[config.mk]
export PLATFORM = sky130hd
export DESIGN_NAME = parity_frame_tx
export DESIGN_NICKNAME = d
export VERILOG_FILES = /design/src/rtl/parity_frame_tx.sv
export SDC_FILE = /design/constraint.sdc
export NUM_CORES = 1
export LEC_CHECK = 0
export ABC_AREA = 1
export CAP_MARGIN = 30
export CORE_AREA = 5 5 52 54
export CTS_CLUSTER_SIZE = 14
export DETAILED_ROUTE_END_ITERATION = 8
export DIE_AREA = 0 0 57 59
export PLACE_DENSITY = 0.69
export SYNTH_ARGS = -nofsm -noshare
export SYNTH_HDL_FRONTEND = slang
export SYNTH_SLANG_ARGS = --single-unit
[constraint.sdc]
create_clock -name clk -period 1.57 [get_ports clk]
set_input_delay 0.3925 -clock clk [delete_from_list [all_inputs] [get_ports clk]]
set_output_delay 0.3925 -clock clk [all_outputs]
set_load 0.02 [all_outputs]
[src/rtl/parity_frame_tx.sv]
// Serialises {parity, data} words as start, data LSB first, parity, stop bits; tx drops on the edge after acceptance.
// Takes one word per valid/ready handshake while idle; din_ready stays low from acceptance through the last stop cycle.
module parity_frame_tx #(
  parameter int N            = 4,
  parameter int CLKS_PER_BIT = 16,
  parameter int STOP_BITS    = 1
) (
  input  logic         clk,
  input  logic         rst_n,
  input  logic [N:0]   din,
  input  logic         din_valid,
  output logic         din_ready,
  output logic         tx,
  output logic         busy,
  output logic         frame_done
);

  localparam int TW = (CLKS_PER_BIT > 1) ? $clog2(CLKS_PER_BIT) : 1;
  localparam int IW = (N > 1) ? $clog2(N) : 1;

  localparam logic [TW-1:0] TMR_MAX   = TW'(CLKS_PER_BIT - 1);
  localparam logic [IW-1:0] IDX_LAST  = IW'(N - 1);
  localparam logic [IW-1:0] STOP_LAST = IW'(STOP_BITS - 1);

  typedef enum logic [2:0] {IDLE, START, DATA, PARITY, STOP} state_t;

  state_t        state_q, state_d;
  logic [N:0]    word_q, word_d;
  logic [TW-1:0] tmr_q, tmr_d;
  logic [IW-1:0] idx_q, idx_d;
  logic          bit_end;

  assign bit_end = (tmr_q == TMR_MAX);

  // idx_q counts data bits in DATA and stop bits in STOP; it is zero elsewhere.
  always_comb begin
    state_d = state_q;
    word_d  = word_q;
    tmr_d   = tmr_q;
    idx_d   = idx_q;

    if (state_q != IDLE) begin
      tmr_d = bit_end ? '0 : tmr_q + 1'b1;
    end

    case (state_q)
      IDLE: begin
        if (din_valid) begin
          word_d  = din;
          tmr_d   = '0;
          idx_d   = '0;
          state_d = START;
        end
      end
      START: begin
        if (bit_end) state_d = DATA;
      end
      DATA: begin
        if (bit_end) begin
          if (idx_q == IDX_LAST) begin
            idx_d   = '0;
            state_d = PARITY;
          end else begin
            idx_d = idx_q + 1'b1;
          end
        end
      end
      PARITY: begin
        idx_d = '0;
        if (bit_end) state_d = STOP;
      end
      STOP: begin
        if (bit_end) begin
          if (idx_q == STOP_LAST) begin
            idx_d   = '0;
            state_d = IDLE;
          end else begin
            idx_d = idx_q + 1'b1;
          end
        end
      end
      default: begin
        state_d = IDLE;
        tmr_d   = '0;
        idx_d   = '0;
      end
    endcase
  end

  always_ff @(posedge clk or negedge rst_n) begin
    if (!rst_n) begin
      state_q <= IDLE;
      word_q  <= '0;
      tmr_q   <= '0;
      idx_q   <= '0;
    end else begin
      state_q <= state_d;
      word_q  <= word_d;
      tmr_q   <= tmr_d;
      idx_q   <= idx_d;
    end
  end

  // Outputs decode registered state only, so reset forces tx high without a clock.
  always_comb begin
    tx = 1'b1;
    case (state_q)
      START:   tx = 1'b0;
      DATA:    tx = word_q[idx_q];
      PARITY:  tx = word_q[N];
      default: tx = 1'b1;
    endcase
  end

  assign din_ready  = (state_q == IDLE);
  assign busy       = (state_q != IDLE);
  assign frame_done = (state_q == STOP) && bit_end && (idx_q == STOP_LAST);

endmodule

==> out/summary.md, run 1 <==
## Detailed routing
- 46 — detailed router's first-iteration violation count
- 1067 um — detailed-routing wirelength on met1
- met4 — highest metal layer with signal wires
- 2536 um — final wirelength
- 4.970 — post-DR vias/cell
- 0 — antenna violation net count after detailed routing
- 1261 um — WL met2
- 4 — count of TritonRoute iterations in the first routing pass
- 0 — post-route DRC violation count
- 12.81 um — routed length per placed instance
- 984 — routed vias
- 142 um — met3 wire length

## Setup path
- 1.34 ns — Critical Path AT
- 1.18 ns — critical path required time
- output port — Critical Path Sink Type
- 3 — maximum fanout along the worst path
- flip-flop to output port — critical path start-end classification
- flip-flop — Setup crit start kind
- 0.03 ns — worst reg-to-reg setup slack

## STA
- yes — RSZ-0062 raised after global routing
- 578.4 MHz — highest attainable clock frequency
- 0.8077 — headroom to the max-slew limit
- 1.729 ns — clock period minus final worst setup slack
- 1.101 — part of the cycle the worst path needs
- 0.0003670 ns — Fin Clk Skew
- 0.2884 ns — actual transition at the worst max-transition pin
- -0.1590 ns — smallest setup slack after layout
- -0.5655 ns — Setup TNS Final
- 4 — number of endpoints failing setup at the final stage
- 0 — total count of hold-check failures in the final report
- 0 — total count of max-transition violations in the final report

## GRT
- 15 — pin count of the biggest net entering global routing
- 0 — antenna violations before repair
- 0.1625 — Global Route Usage Sum
- 1008 — number of global-route vias before repair
- 0 — GR Overflow Total
- 4181 um — global-route wire length before repair

## Clock network
- 14 — number of clock sinks seen by CTS
- clkbuf_4 — Root Buffer
- 0.08 ns — Worst-path clk slew
- 0 — Post-CTS Hold Fix Bufs
- 3 — number of buffers inserted during clock tree synthesis
- yes — clock tree from TritonCTS
- 1 — number of H-tree levels
- 0.29 ns — clock latency of the later-clocked register in the worst-skew pair
- 2 — number of buffers on the longest clock path

## Placed design
- 1773 um — HPWL Detailed
- 0.9733 — gp weighted congestion
- 189 — placed insts
- 11 — # port buffers

## Die
- 12 — top-level I/O count
- 2170 sq um — Core ar.
- 59 um — Chip Height
- 17 — total number of placement rows
- 57 um — Die Width
- 0.4239 — Initial Utilization
- 3363 sq um — Die Area

## Cells and area
- 184 — number of nets in the final layout
- 198 — filler-free cell count of the finished design
- 0.4294 — ratio of cells with drive above 1 in the final layout
- 51.43% — synthesis-to-finish area growth
- 0 — diode insertion count for antenna repair

## Yosys
- 1.000 — share of async-settable or async-resettable flops after synthesis
- 14 — post-synthesis register bit count
- 0.3810 — sequential fraction of the synthesis area
- 123 — synthesized instance count
- dfrtp_1 — prevailing post-synth register cell
- 7.477 sq um — post-synthesis area per instance
- 919.6 sq um — netlist area before placement
- 0 — EDFF count, synth
- 0 — Yosys warning total
- 135 — Net Count, Synth
- 23 — distinct cell type count after synthesis

## Run status
- setup timing — failing checks
- complete, but fails checks — run status

## Pwr
- 1992 nW/um^2 — Power Density
- 0.7121 nW — leakage power of the design
- 0.001608 V — worst supply voltage drop on vdd

## Flow run
- 0 — count of maximum capacitance violations

## Min path
- primary input to async pin — type of the worst min-delay path

power breakdown:
group          internal, W  switching, W
Sequential        0.000522      0.000133
Combinational     0.000908       0.00100
Clock            0.0000895      0.000122
Total              0.00152       0.00126
critical path, cell delays in order (launching register included):
cell and delay (ns):
dfrtp_1 0.43, inv_2 0.10, buf_4 0.14, buf_4 0.13, nand2_4 0.08, inv_2 0.05
buf_6 0.12
placed cells by master, fill, tap and decap left out, types with 4 or more instances in the layout:
master           synthesis  layout
inv_1                   10       7
buf_4                    1      34
nor2_1                   5       4
buf_6                    0       5
nor2_2                   3       4
clkdlybuf4s50_1          0       7
nor2_4                   4       4
nand2_2                  3       5
nand2_1                 39      37
dfrtp_1                 14      12
nand3_1                 18      16
inv_2                    4       7
synthesized netlist by cell type, types with 2 or more instances:
master   count  area (sq um)
nor2_2       3         18.77
nand2_1     39         146.4
a21oi_1      3         15.01
ha_1         4         50.05
nor3_2       2         20.02
inv_2        4         15.01
nor2_1       5         18.77
nor2_4       4         45.04
nand3_1     18         90.09
nor3_1       4         20.02
inv_1       10         37.54
dfrtp_1     14         350.3
nand2_2      3         18.77
cells by family after synthesis:
kind of cell,count (synthesis),share of synthesized area
AND/OR/NAND/NOR,81,0.4422
AO/OA/AOI/OAI,7,0.04217
XOR/XNOR,1,0.009526
buffers and inverters,16,0.07075
flip-flops,14,0.3810
adder cells (fa/ha/maj),4,0.05442
metal layers:
layer | vias to the layer above | GRT usage
met2 | 44 | 0.2871
met4 | 0 | 0.09603
li1 | 489 | -
met5 | - | 0
met1 | 441 | 0.1780
met3 | 10 | 0.03704
worst paths after layout:
path                                   startpoint                      to  cells past startpoint
setup / recovery           state_q[1]$_DFFE_PN0P_               din_ready                      6
hold / removal                              rst_n      tmr_q[0]$_DFF_PN0_                      2
setup reg to reg           state_q[1]$_DFFE_PN0P_  state_q[1]$_DFFE_PN0P_                     10
hold reg to reg             word_q[3]$_DFFE_PN0P_   word_q[3]$_DFFE_PN0P_                      2
max in group asynchronous                   rst_n  state_q[0]$_DFFE_PN0P_                      2
min in group clk            word_q[3]$_DFFE_PN0P_   word_q[3]$_DFFE_PN0P_                      2
per-stage QoR:
step / util / instance area (sq um) / worst slack [ns] / total power [W] / hold slack [ns]
3_3_place_gp: 0.5877 / 1275 / -0.3358 / 0.002243 / 0.4591
3_5_place_dp: 0.5877 / 1275 / -0.3438 / 0.002271 / 0.4643
6_report: 0.6419 / 1393 / -0.1590 / 0.002774 / 0.4056
5_1_grt: 0.6419 / 1393 / -0.2330 / 0.002996 / 0.4291
2_1_floorplan: - / 924.6 / 0.1314 / 0.001545 / 0.09691
4_1_cts: 0.6246 / 1355 / -0.1729 / 0.002610 / 0.4237
cell type report:
cell class,count,area [sq um]
clock buffers,3,22.52
flip-flops and latches,14,352.8
fillers,184,777.0
well taps,28,35.03
repair buffers,46,381.6
inverters,14,52.55
multi-input cells,93,548.0
state kept, by name, indices dropped and copies added (netlist names):
name and count:
tmr_q 4, state_q 3, idx_q 2, word_q 5
what timing repair did:
action,in CTS,in global routing
setup endpoints to repair,4,11
gates cloned,0,0
resized for setup,30,10
pin swaps,4,4
setup buffers,5,2
Power figures use the tool's default switching activity.
==> run 2: changes to the inputs <==
- REMOVE_ABC_BUFFERS: unset -> 1
==> out/summary.md, run 2 (synthesized netlist as in run 1, its figures left out) <==
## Run status
- complete, but fails checks — run status
- setup timing — failing checks

## Pwr
- 0.665 — fraction of power consumed by combinational cells, -0.023
- 0.002843 W — Design Power, +2.5%
- 2025 nW/um^2 — Power Density, +1.6%
- 0.096 — clock network fraction of total power, +0.020
- 0.001268 W — Psw, +1.0%
- 0.001576 V — worst supply voltage drop on vdd, -2.0%
- 0.001575 W — Pint, +3.7%
- 0.240 — register share of total power, +0.004
- 0.4461 — Net Sw Frac, -0.006461
- 0.7185 nW — leakage power of the design, +0.89%

## Detailed routing
- 2564 um — final wirelength, +1.1%
- 5.087 — post-DR vias/cell, +2.4%
- 4 — count of TritonRoute iterations in the first routing pass, unchanged
- 997 — routed vias, +1.3%
- 13.08 um — routed length per placed instance, +2.1%
- 0 — post-route DRC violation count, unchanged
- 20 — detailed router's first-iteration violation count, -57%
- 0 — antenna violation net count after detailed routing, unchanged

## Setup path
- 4 — maximum fanout along the worst path, +1
- flip-flop to output port — critical path start-end classification
- 1.34 ns — Critical Path AT, about the same
- dfrtp_2 — slowest library cell on the worst path
- nor2_4 > nand2_2 > nor3_2 > buf_4 — critical path, cell by cell
- output port — Critical Path Sink Type
- 0.47 ns — largest stage delay on the critical path, +0.04 ns
- 1.18 ns — critical path required time, about the same
- flip-flop — Setup crit start kind

## STA
- 0 — total count of hold-check failures in the final report, unchanged
- 0.004802 ns — Fin Clk Skew, +0.004435 ns
- 0 — total count of max-transition violations in the final report, unchanged
- 1.102 — part of the cycle the worst path needs, about the same
- 4 — number of endpoints failing setup at the final stage, unchanged
- -0.1606 ns — smallest setup slack after layout, -0.001568 ns
- 1.731 ns — clock period minus final worst setup slack, +0.001568 ns
- yes — RSZ-0062 raised after global routing
- 577.8 MHz — highest attainable clock frequency, about the same
- 0.2373 ns — actual transition at the worst max-transition pin, -0.05113 ns
- 0.8418 — headroom to the max-slew limit, +0.03409

## Clock network
- yes — clock tree from TritonCTS
- 0 — Post-CTS Hold Fix Bufs, unchanged
- 1 — number of H-tree levels, unchanged
- 3 — number of buffers inserted during clock tree synthesis, unchanged
- 2 — number of buffers on the longest clock path, unchanged
- 0.29 ns — clock latency of the later-clocked register in the worst-skew pair, about the same
- 0.09 ns — Worst-path clk slew, about the same
- clkbuf_4 — Root Buffer
- 14 — number of clock sinks seen by CTS, unchanged

## Cells and area
- nand2_1 (37), buf_4 (30), nand3_1 (13), dfrtp_1 (11), inv_1 (8) — most used cells in the layout excluding fill and tap cells
- nand2_1 — most frequent standard cell in the layout excluding fill and tap cells
- 0.6471 — Finished Core Util, +0.005190
- word_q — top register by number of flip-flops
- 5 — number of flip-flops under the largest register name, unchanged
- 205 — filler cell count in the final layout, +11%
- 196 — filler-free cell count of the finished design, -1.0%
- 0.4405 — ratio of cells with drive above 1 in the final layout, +0.01106
- 181 — number of nets in the final layout, -1.6%
- 52.65% — synthesis-to-finish area growth
- 1404 sq um — Layout Cell Area excl Fill, +0.81%
- word_q (5), tmr_q (4), state_q (3) — largest registers
- 0 — diode insertion count for antenna repair, unchanged

## Die
- 12 — top-level I/O count, unchanged
- 57 um — Die Width, unchanged
- 2170 sq um — Core ar., unchanged
- 17 — total number of placement rows, unchanged
- 59 um — Chip Height, unchanged
- 0.4239 — Initial Utilization, unchanged
- 3363 sq um — Die Area, unchanged

## Min path
- primary input to async pin — type of the worst min-delay path

## Placed design
- 11 — # port buffers, unchanged
- 187 — placed insts, -1.1%
- 1255 sq um — cell area after placement, -1.6%
- 0.8955 — gp weighted congestion, -8.0%
- 1779 um — HPWL Detailed, +0.36%

## GRT
- 15 — pin count of the biggest net entering global routing, unchanged
- 0 — antenna violations before repair, unchanged
- 0.1619 — Global Route Usage Sum, -0.0006802
- 1005 — number of global-route vias before repair, -0.30%
- 4264 um — global-route wire length before repair, +2.0%
- 0 — GR Overflow Total, unchanged

## Flow run
- 0 — count of maximum capacitance violations, unchanged

[run 2: changes by cell type in the layout (fill, tap and decap cells not counted), sizes merged]
| cell | before | now |
|---|---|---|
| buf | 39 | 36 |
| clkbuf | 3 | 4 |
[run 2: layout make-up]
type,instances,area (sq um),area share
well taps,28,35.03,0.02496
flip-flops and latches,14,354.1,0.2522
inverters,14,55.05,0.03922
multi-input cells,93,560.5,0.3993
clock buffers,4,36.28,0.02585
repair buffers,43,362.8,0.2585
[run 2: metal layers]
layer,up-vias,track usage,share of wire
met5,-,0,0
met2,27,0.2969,0.53
li1,490,-,-
met3,7,0.03050,0.042
met4,0,0.05960,0.021
met1,473,0.1867,0.41
[run 2: final timing paths]
kind / from / endpoint / slack, ns / cells after the start
max: state_q[1]$_DFFE_PN0P_ / frame_done / -0.16 / 4
min: rst_n / tmr_q[1]$_DFF_PN0_ / 0.40 / 2
max reg2reg: state_q[0]$_DFFE_PN0P_ / state_q[2]$_DFFE_PN0P_ / 0.07 / 9
min reg2reg: word_q[1]$_DFFE_PN0P_ / word_q[1]$_DFFE_PN0P_ / 0.48 / 2
max in group asynchronous: rst_n / state_q[1]$_DFFE_PN0P_ / 0.99 / 2
min in group clk: word_q[1]$_DFFE_PN0P_ / word_q[1]$_DFFE_PN0P_ / 0.48 / 2
[run 2: repair_timing]
item | in CTS | in global routing
cloned | 0 | 0
pin swaps | 3 | 5
resized for setup | 31 | 15
setup endpoints to repair | 4 | 10
setup buffers | 3 | 2
[run 2: power groups by stage]
stage	Clock [W]	Combinational [W]	Sequential, W
floorplan	0	0.000869	0.000661
global placement	0	0.00160	0.000637
detailed placement	0	0.00161	0.000647
CTS	0.000278	0.00173	0.000660
global route	0.000301	0.00208	0.000699
finish	0.000272	0.00189	0.000682
[run 2: worst max-delay path, delay by kind of cell, from the launching register on]
| kind | cells | cell delay [ns] |
|---|---|---|
| DFF | 1 | 0.47 |
| and+or+nand+nor | 3 | 0.41 |
| buffers and inverters | 1 | 0.16 |
[run 2: through the flow]
stage / TNS (ns) / setup slack (ns) / hold WS, ns
floorplan: -0.02673 / -0.02673 / 0.09691
global placement: -1.050 / -0.3167 / 0.4567
detailed placement: -1.160 / -0.3472 / 0.4590
CTS: -0.4208 / -0.1308 / 0.4084
global route: -0.7410 / -0.2311 / 0.4114
finish: -0.4317 / -0.1606 / 0.3976
==> run 3: changes to the inputs <==
- CTS_CLUSTER_SIZE: 14 -> unset
==> results of run 3 <==
The final DEF is identical to that of run 2; final timing and power are the same.
